$ cat src/rtl/fifo_pkg.sv
// Shared definitions for the asynchronous FIFO pointer controllers:
// write-side FSM states, Gray/binary conversion and default geometry.
package fifo_pkg;

    localparam int PTR_WIDTH_DEF   = 4;
    localparam int DEPTH_WIDTH_DEF = 16;
    localparam int GRAY_MAX_W      = 32;

    typedef enum logic [1:0] {
        ST_INIT  = 2'd0,
        ST_RUN   = 2'd1,
        ST_FLUSH = 2'd2
    } wr_state_e;

    // Both conversions work on a zero-extended value, so any pointer up to
    // GRAY_MAX_W bits converts correctly in its low bits.
    function automatic logic [GRAY_MAX_W-1:0] bin2gray(input logic [GRAY_MAX_W-1:0] bin);
        return bin ^ (bin >> 1'b1);
    endfunction

    function automatic logic [GRAY_MAX_W-1:0] gray2bin(input logic [GRAY_MAX_W-1:0] gray);
        logic [GRAY_MAX_W-1:0] bin;
        bin[GRAY_MAX_W-1] = gray[GRAY_MAX_W-1];
        for (int i = GRAY_MAX_W-2; i >= 0; i--) begin
            bin[i] = bin[i+1] ^ gray[i];
        end
        return bin;
    endfunction

endpackage

$ cat src/rtl/fifo_ptr_sync.sv
// Two-flop synchroniser for a Gray-coded FIFO pointer crossing into the
// local clock domain; both stages reset asynchronously to zero.
module fifo_ptr_sync #(
    parameter int WIDTH = 5
) (
    input  logic             clk_i,
    input  logic             rst_i,
    input  logic [WIDTH-1:0] ptr_gray_i,
    output logic [WIDTH-1:0] ptr_gray_sync_o
);

    logic [WIDTH-1:0] meta_q;
    logic [WIDTH-1:0] sync_q;

    // Metastability stage followed by the stable output stage.
    always_ff @(posedge clk_i or posedge rst_i) begin
        if (rst_i) begin
            meta_q <= '0;
            sync_q <= '0;
        end else begin
            meta_q <= ptr_gray_i;
            sync_q <= meta_q;
        end
    end

    assign ptr_gray_sync_o = sync_q;

endmodule

$ cat src/rtl/fifo_write.sv
// Write-domain pointer and flag controller of the asynchronous FIFO.
// Define FIFO_WR_ALMOST_FULL_EN to build the almost_full register and compare.
module fifo_write
    import fifo_pkg::*;
#(
    parameter int DATA_WIDTH         = 8,
    parameter int PTR_WIDTH          = PTR_WIDTH_DEF,
    parameter int DEPTH_WIDTH        = DEPTH_WIDTH_DEF,
    parameter int ALMOST_FULL_THRESH = DEPTH_WIDTH - 2
) (
    input  logic               w_clk,
    input  logic               wreset,
    input  logic               flush,
    input  logic               wr_enable,
    input  logic [PTR_WIDTH:0] read_ptr_gray,
    output logic               fifo_wr_enable,
    output logic               full,
    output logic               almost_full,
    output logic               overflow,
    output logic [PTR_WIDTH:0] wr_level,
    output logic [PTR_WIDTH:0] write_ptr,
    output logic [PTR_WIDTH:0] write_ptr_gray
);

    localparam int PW = PTR_WIDTH + 1;
    localparam logic [PTR_WIDTH:0] DEPTH_LVL = PW'(DEPTH_WIDTH);
    localparam logic [PTR_WIDTH:0] PTR_ONE   = {{PTR_WIDTH{1'b0}}, 1'b1};

    wr_state_e          state_q, state_d;
    logic               init_cnt_q, init_cnt_d;
    logic [PTR_WIDTH:0] wptr_q, wptr_d;
    logic [PTR_WIDTH:0] wgray_q, wgray_d;
    logic [PTR_WIDTH:0] level_q, level_d;
    logic               full_q, full_d;
    logic               ovf_q, ovf_d;
    logic               accept_s;
    logic [PTR_WIDTH:0] rsync_gray_s;
    logic [PTR_WIDTH:0] rptr_bin_s;

    fifo_ptr_sync #(
        .WIDTH (PW)
    ) u_rptr_sync (
        .clk_i           (w_clk),
        .rst_i           (wreset),
        .ptr_gray_i      (read_ptr_gray),
        .ptr_gray_sync_o (rsync_gray_s)
    );

    assign rptr_bin_s = PW'(gray2bin(GRAY_MAX_W'(rsync_gray_s)));

    // FSM next state, pointer advance, overflow tracking and next flags.
    always_comb begin
        state_d    = state_q;
        init_cnt_d = 1'b0;
        wptr_d     = wptr_q;
        ovf_d      = ovf_q;
        accept_s   = 1'b0;
        case (state_q)
            ST_INIT: begin
                init_cnt_d = 1'b1;
                if (init_cnt_q) begin
                    state_d = ST_RUN;
                end else begin
                    state_d = ST_INIT;
                end
            end
            ST_RUN: begin
                if (flush) begin
                    wptr_d  = '0;
                    ovf_d   = 1'b0;
                    state_d = ST_FLUSH;
                end else begin
                    accept_s = wr_enable & ~full_q;
                    if (accept_s) begin
                        wptr_d = wptr_q + PTR_ONE;
                    end else begin
                        wptr_d = wptr_q;
                    end
                    if (wr_enable & full_q) begin
                        ovf_d = 1'b1;
                    end else begin
                        ovf_d = ovf_q;
                    end
                end
            end
            ST_FLUSH: begin
                // Leave only once the read side is seen back at zero.
                if (!flush && (rsync_gray_s == '0)) begin
                    state_d = ST_RUN;
                end else begin
                    state_d = ST_FLUSH;
                end
            end
            default: begin
                state_d = ST_INIT;
            end
        endcase

        level_d = wptr_d - rptr_bin_s;
        wgray_d = PW'(bin2gray(GRAY_MAX_W'(wptr_d)));
        if (state_d != ST_RUN) begin
            full_d = 1'b1;
        end else begin
            full_d = (level_d == DEPTH_LVL);
        end
    end

    // State, pointer and flag registers.
    always_ff @(posedge w_clk or posedge wreset) begin
        if (wreset) begin
            state_q    <= ST_INIT;
            init_cnt_q <= 1'b0;
            wptr_q     <= '0;
            wgray_q    <= '0;
            level_q    <= '0;
            full_q     <= 1'b1;
            ovf_q      <= 1'b0;
        end else begin
            state_q    <= state_d;
            init_cnt_q <= init_cnt_d;
            wptr_q     <= wptr_d;
            wgray_q    <= wgray_d;
            level_q    <= level_d;
            full_q     <= full_d;
            ovf_q      <= ovf_d;
        end
    end

`ifdef FIFO_WR_ALMOST_FULL_EN
    localparam logic [PTR_WIDTH:0] AF_LVL = PW'(ALMOST_FULL_THRESH);
    logic af_q, af_d;

    // Threshold compare on the same next level that feeds wr_level.
    always_comb begin
        af_d = (level_d >= AF_LVL);
    end

    // Almost-full register.
    always_ff @(posedge w_clk or posedge wreset) begin
        if (wreset) begin
            af_q <= 1'b0;
        end else begin
            af_q <= af_d;
        end
    end

    assign almost_full = af_q;
`else
    assign almost_full = 1'b0;
`endif

    assign fifo_wr_enable = accept_s;
    assign full           = full_q;
    assign overflow       = ovf_q;
    assign wr_level       = level_q;
    assign write_ptr      = wptr_q;
    assign write_ptr_gray = wgray_q;

endmodule

$ cat config.mk
export PLATFORM = sky130hd
export DESIGN_NAME = fifo_write
export DESIGN_NICKNAME = d
export VERILOG_FILES = /design/src/rtl/fifo_pkg.sv /design/src/rtl/fifo_ptr_sync.sv /design/src/rtl/fifo_write.sv
export SDC_FILE = /design/constraint.sdc
export NUM_CORES = 1
export LEC_CHECK = 0
export BUFFER_PORTS_ARGS = -buffer_cell sky130_fd_sc_hd__clkbuf_2
export CAP_MARGIN = 20
export CORE_MARGIN = 2
export CORE_UTILIZATION = 50
export DETAILED_ROUTE_END_ITERATION = 10
export PLACE_DENSITY = 0.74
export SLEW_MARGIN = 20
export SYNTH_ARGS = -nofsm -noshare
export SYNTH_HDL_FRONTEND = slang
export SYNTH_HIERARCHICAL = 1
export SYNTH_SLANG_ARGS = --single-unit
$ cat constraint.sdc
create_clock -name w_clk -period 3.35 [get_ports w_clk]
set_input_delay 0.335 -clock w_clk [delete_from_list [all_inputs] [get_ports w_clk]]
set_output_delay 0.335 -clock w_clk [all_outputs]
set_load 0.005 [all_outputs]
== Yosys cells after proc, flatten, opt, wreduce, memory -nomap -nowiden ==
Index checks and enable logic that the tools add are counted.
Word-level totals
  logic and storage cells: 42
  bits in registers: 30
  output and inout port bits: 19
  input bits: 9
Operators by class
  bitwise logic cells: 8
  multiplexer cells: 13
  add/subtract/negate cells: 2
  reductions and logical operators: 6
  equal/unequal tests: 4
Operators with widths (number)
  $mux 5: 3
  $mux 1: 7
  $pmux 2 s3: 1
  $add 5x1->5 const B: 1
  $eq 5x5->1 const B: 1
  $logic_not 5->1: 1
  $sub 5x5->5: 1
  $xor 5x4->5: 1
  $mux 2: 2
  $xor 1x1->1: 4
  $and 1x1->1: 2
  $eq 2x1->1 const B: 1
  $eq 2x2->1 const B: 1
  $logic_not 2->1: 1
  $ne 2x1->1 const B: 1
  $reduce_and 2->1: 1
  $reduce_bool 2->1: 1
  $logic_and 1x1->1: 1
  $logic_not 1->1: 1
  $not 1->1: 1

== Depth between registers and ports, before layout ==
  word-level depth: 8
  gate-level depth with buffers: 12
  gate-level depth less buffers: 11

== Hierarchy ==
The synthesis kept the hierarchy.
Modules (own cells, without submodules)
  fifo_write: sequential area each 476.7 µm², cells an instance 91, instances 1, area an instance 1013.5 µm²
  fifo_ptr_sync: sequential area each 250.2 µm², cells an instance 11, instances 1, area an instance 254.0 µm²

== Least setup slack after synthesis ==
OpenSTA, ideal clock, no wires.
  kind: register -> register
  start: reg u_rptr_sync.sync_q[3] (netlist: u_rptr_sync/ptr_gray_sync_o[3])
  end: reg full_q (netlist: full)
  data arrival time: 2.320 ns
  setup slack: 0.933 ns
  period minus slack after synthesis: 2.417 ns
  required time: 3.253 ns
  stages on the path, launching flop included: 12
  buffers on the path: 0
  setup time: 0.097 ns
  cells stage by stage: dfrtp_1 > xnor2_2 > xor2_2 > xor2_2 > xnor2_1 > ha_1 > inv_1 > ha_1 > a21oi_1 > o31ai_1 > xnor2_1 > o41ai_2
Between the ends
  word-level cells in the longest chain between the ends: 7
  elaborated cells on any way between the ends: 12
  classes of those cells: add/sub (1); eq/ne (2); mux (3); bitwise (4); reduce/logical (2)
Ends and longest elaborated chain
  start, declared: line fifo_ptr_sync.sv:13  | logic [WIDTH-1:0] sync_q;
  start signal, assigned: line fifo_ptr_sync.sv:22  | sync_q <= meta_q;
  $xor 1x1->1 (4 in series): line fifo_pkg.sv:25  | bin[i] = bin[i+1] ^ gray[i];
  $sub 5x5->5: line fifo_write.sv:99  | level_d = wptr_d - rptr_bin_s;
  $eq 5x5->1: line fifo_write.sv:104  | full_d = (level_d == DEPTH_LVL);
  $mux 1 (*): line fifo_write.sv:101  | if (state_d != ST_RUN) begin
  via full_d: line fifo_write.sv:34  | logic full_q, full_d;
  end signal, assigned: line fifo_write.sv:124  | full_q <= full_d;
  end, declared: line fifo_write.sv:34
The timed path passes the listed nets; every way through them passes the cells marked *.
A chain may end at the register's enable or synchronous reset.

== Final worst setup path ==
  start: reg u_rptr_sync.sync_q[4] (netlist: u_rptr_sync/ptr_gray_sync_o[4])
  end: reg full_q (netlist: full)
Same word-level chain as after synthesis.

==> metrics.txt <==
run status finished clean; fillers 213; mean number of vias per cell 5.00; Routed Wire Length 2000 um; max-cap violation count 0; register area share after synthesis 0.574; via count of the first global-routing pass roughly 770; final weighted congestion of routability-driven global placement 0.696; antenna fix cells 0; data arrival time of the critical path roughly 2.9 ns; fin cells about 160; Vert. Die Dim 54.4 um; Post-CTS Setup Repair Bufs 0; reported leakage power 0.000741 uW; Worst Setup Slack post-DPL a little over 0.7 ns; PnR worst setup slack 0.718 ns; overflow left after global routing 0; number of max-slew violations in the final report 0; clock net sink count 29; critical path class flop to flop; worst voltage drop across the vdd grid 0.457 mV; source-to-sink clock delay at the later pin of the worst-skew pair approximately 0.32 ns; shortest clock period the worst path allows after layout between 2 and 3 ns; total number of vias 820; unrepaired setup endpoints after global routing no; clock tree from TritonCTS built; first-pass GRT wire length 3220 um; share of the clock period used by the worst path 0.786; type of origin of the critical path flop; Routed Antenna Nets 0; transition time at the pin with the least slew margin 0.698 ns; Worst Hold Class primary input to flop; overall global routing resource usage 0.166; fmax 380 MHz; layout net count 147; average wire per standard cell 12.2 um; H-tree lvl count 2; total clock buffers created by CTS 5; Boundary Pins 28; CTS Root Buffer Type sky130_fd_sc_hd__clkbuf_4; Cell Chain, Critical Path xnor2_2, xor2_2, xor2_2, xnor2_1, ha_1, inv_1, ha_1, a21oi_1, o31ai_1, xnor2_1, o41ai_2; maximum cell stage delay along the critical path 0.44 ns; clock transition at the registers of the reported paths about 0.090 ns; proportion of layout cells with a drive suffix above 1 0.321; type of element capturing the critical path flop; number of iterations in the first detailed-routing pass 4; number of failing hold endpoints at the final stage 0; number of warnings issued by yosys 6; initial antenna violation count 0; TNS Setup 0 ns; largest clock skew in the final design around 0.007 ns; Final setup violation count 0; CP Buf/Inv Count 1; Critical Path Slowest Stage Cell sky130_fd_sc_hd__dfrtp_1; maximum fanout along the worst path 4; synthesis-stage register bit count 29; core area around 2400 um^2; maximum number of pins on one net before global-route repair 20; Cell Count Post-Placement 155; cell area power density 808 nW/um^2; die width 54.4 um; initial core utilization 0.521; critical path's top delay family XOR/XNOR gates; die footprint 2950 um^2; count of standard-cell rows 18; number of design-rule violations left by the first detailed-router iteration 6; relative max-transition margin 0.534; buffers added on ports 26; multi-input logic area between 400 and 500 um^2; area of all sequential standard cells 727 um^2; synthesized area per cell 12.4 um^2; number of cells produced by synthesis around 100; Mapped Nets 116; layout overhead on the synthesized area 17.4%; detailed placer's ending HPWL 1570 um; post-detailed-route DRC marker count 0; number of distinct library cell variants in the gate-level netlist after synthesis 32; post-synth design cell area 1270 um^2; required time of the critical path 3.57 ns; Clock Path Buffers 2
-- layer usage --
layer	track usage	part of all wire	wire length (um)
met5	0	0	0
met4	0.121	0.042	83
met3	0.0847	0.064	127
met2	0.251	0.50	992
met1	0.178	0.40	796
-- cells in the final DEF, fill, tap and decap left out, types with 2 or more instances in the layout --
cell type,instances
sky130_fd_sc_hd__nand2_1,2
sky130_fd_sc_hd__xor2_2,2
sky130_fd_sc_hd__o21ai_0,2
sky130_fd_sc_hd__a21oi_1,3
sky130_fd_sc_hd__nor2_1,6
sky130_fd_sc_hd__inv_1,13
sky130_fd_sc_hd__nand4_1,2
sky130_fd_sc_hd__clkbuf_1,2
sky130_fd_sc_hd__clkbuf_4,5
sky130_fd_sc_hd__a31oi_1,2
sky130_fd_sc_hd__xor2_1,2
sky130_fd_sc_hd__xnor2_1,11
sky130_fd_sc_hd__ha_1,5
sky130_fd_sc_hd__dfrtp_1,28
sky130_fd_sc_hd__nand2b_1,3
sky130_fd_sc_hd__a31o_2,2
sky130_fd_sc_hd__clkbuf_2,26
-- where the power goes --
group / total (uW) / internal [uW] / switching, uW / leakage (uW)
Combinational: 474 / 219 / 255 / 0.000355
Clock: 213 / 103 / 109 / 0.0000326
Sequential: 516 / 455 / 61.1 / 0.000354
Total: 1200 / 777 / 425 / 0.000741
-- worst paths after layout --
kind                                           startpoint                             end  slack, ns  cells past startpoint
min in group asynchronous                          wreset  u_rptr_sync/ptr_gray_sync_o[2]       0.51                      3
hold / removal                           read_ptr_gray[2]           u_rptr_sync/meta_q[2]       0.11                      1
hold reg to reg                     u_rptr_sync/meta_q[0]  u_rptr_sync/ptr_gray_sync_o[0]       0.36                      0
max in group asynchronous                          wreset                     wr_level[4]       2.24                      3
setup reg to reg           u_rptr_sync/ptr_gray_sync_o[4]                            full       0.72                     11
setup / recovery           u_rptr_sync/ptr_gray_sync_o[4]                            full       0.72                     11
-- flip-flops by register name, indices dropped and copies added (netlist names) --
| register | count |
|---|---|
| init_cnt_q | 1 |
| u_rptr_sync/meta_q | 5 |
| write_ptr | 4 |
| wr_level | 5 |
| state_q | 2 |
| u_rptr_sync/ptr_gray_sync_o | 5 |
| overflow | 1 |
| write_ptr_gray | 5 |
| full | 1 |
-- cell usage after synthesis (all sizes together) --
| library cell | number | area share |
|---|---|---|
| nand2b | 3 | 0.015 |
| buf | 2 | 0.012 |
| inv | 13 | 0.039 |
| o41ai | 1 | 0.013 |
| xnor2 | 12 | 0.089 |
| clkbuf | 2 | 0.0069 |
| dfstp | 1 | 0.021 |
| and3b | 1 | 0.0069 |
| conb | 1 | 0.0030 |
| and2 | 1 | 0.0049 |
| o31ai | 2 | 0.016 |
| ha | 5 | 0.049 |
| a211oi | 1 | 0.0059 |
| mux2i | 1 | 0.0079 |
| nor2 | 6 | 0.018 |
| a41oi | 1 | 0.0069 |
| a21oi | 3 | 0.012 |
| nand4 | 2 | 0.0099 |
| dfrtp | 28 | 0.55 |
| a31oi | 2 | 0.0099 |
| nand2 | 2 | 0.0059 |
| nor4bb | 1 | 0.0079 |
| a31o | 2 | 0.014 |
| a22oi | 1 | 0.0099 |
| o21ai | 3 | 0.021 |
| nor4 | 1 | 0.0049 |
| xor2 | 4 | 0.039 |
-- what timing repair did --
| item | CTS | global route |
|---|---|---|
| setup endpoints to repair | 0 | 0 |
| hold buffers | 1 | 0 |
| gates resized for setup | 0 | 0 |
| hold endpoints to repair | 10 | 0 |
-- cell type report --
cell class | instances | area share
Sequential cell | 29 | 0.489
Multi-Input combinational cell | 56 | 0.315
Timing Repair Buffer | 28 | 0.0992
Clock buffer | 8 | 0.0395
Inverter | 13 | 0.0328
Tap cell | 30 | 0.0252
-- metrics by stage --
stage,cell area (um^2),total power [uW],utilization,hold slack [ns]
2_1_floorplan,1270,849,-,0.175
3_3_place_gp,1420,984,0.583,0.300
3_5_place_dp,1420,1000,0.583,0.318
4_1_cts,1490,1220,0.612,0.0943
5_1_grt,1490,1300,0.612,0.0805
6_report,1490,1200,0.612,0.113
-- cells by family after synthesis --
logic type / synth area share
mux: 0.00790
buf+inv: 0.0572
compound gates: 0.108
xor+xnor: 0.128
flops: 0.574
fa+ha+maj: 0.0494
other cells: 0.00296
simple gates: 0.0731
-- worst reg2reg max path, stage by stage, from the launching register on --
cell and delay (ns):
sky130_fd_sc_hd__dfrtp_1 0.44, sky130_fd_sc_hd__xnor2_2 0.23, sky130_fd_sc_hd__xor2_2 0.26, sky130_fd_sc_hd__xor2_2 0.25, sky130_fd_sc_hd__xnor2_1 0.15, sky130_fd_sc_hd__ha_1 0.20, sky130_fd_sc_hd__inv_1 0.05, sky130_fd_sc_hd__ha_1 0.17
sky130_fd_sc_hd__a21oi_1 0.22, sky130_fd_sc_hd__o31ai_1 0.12, sky130_fd_sc_hd__xnor2_1 0.16, sky130_fd_sc_hd__o41ai_2 0.29
(Power assumes the default switching activity.)
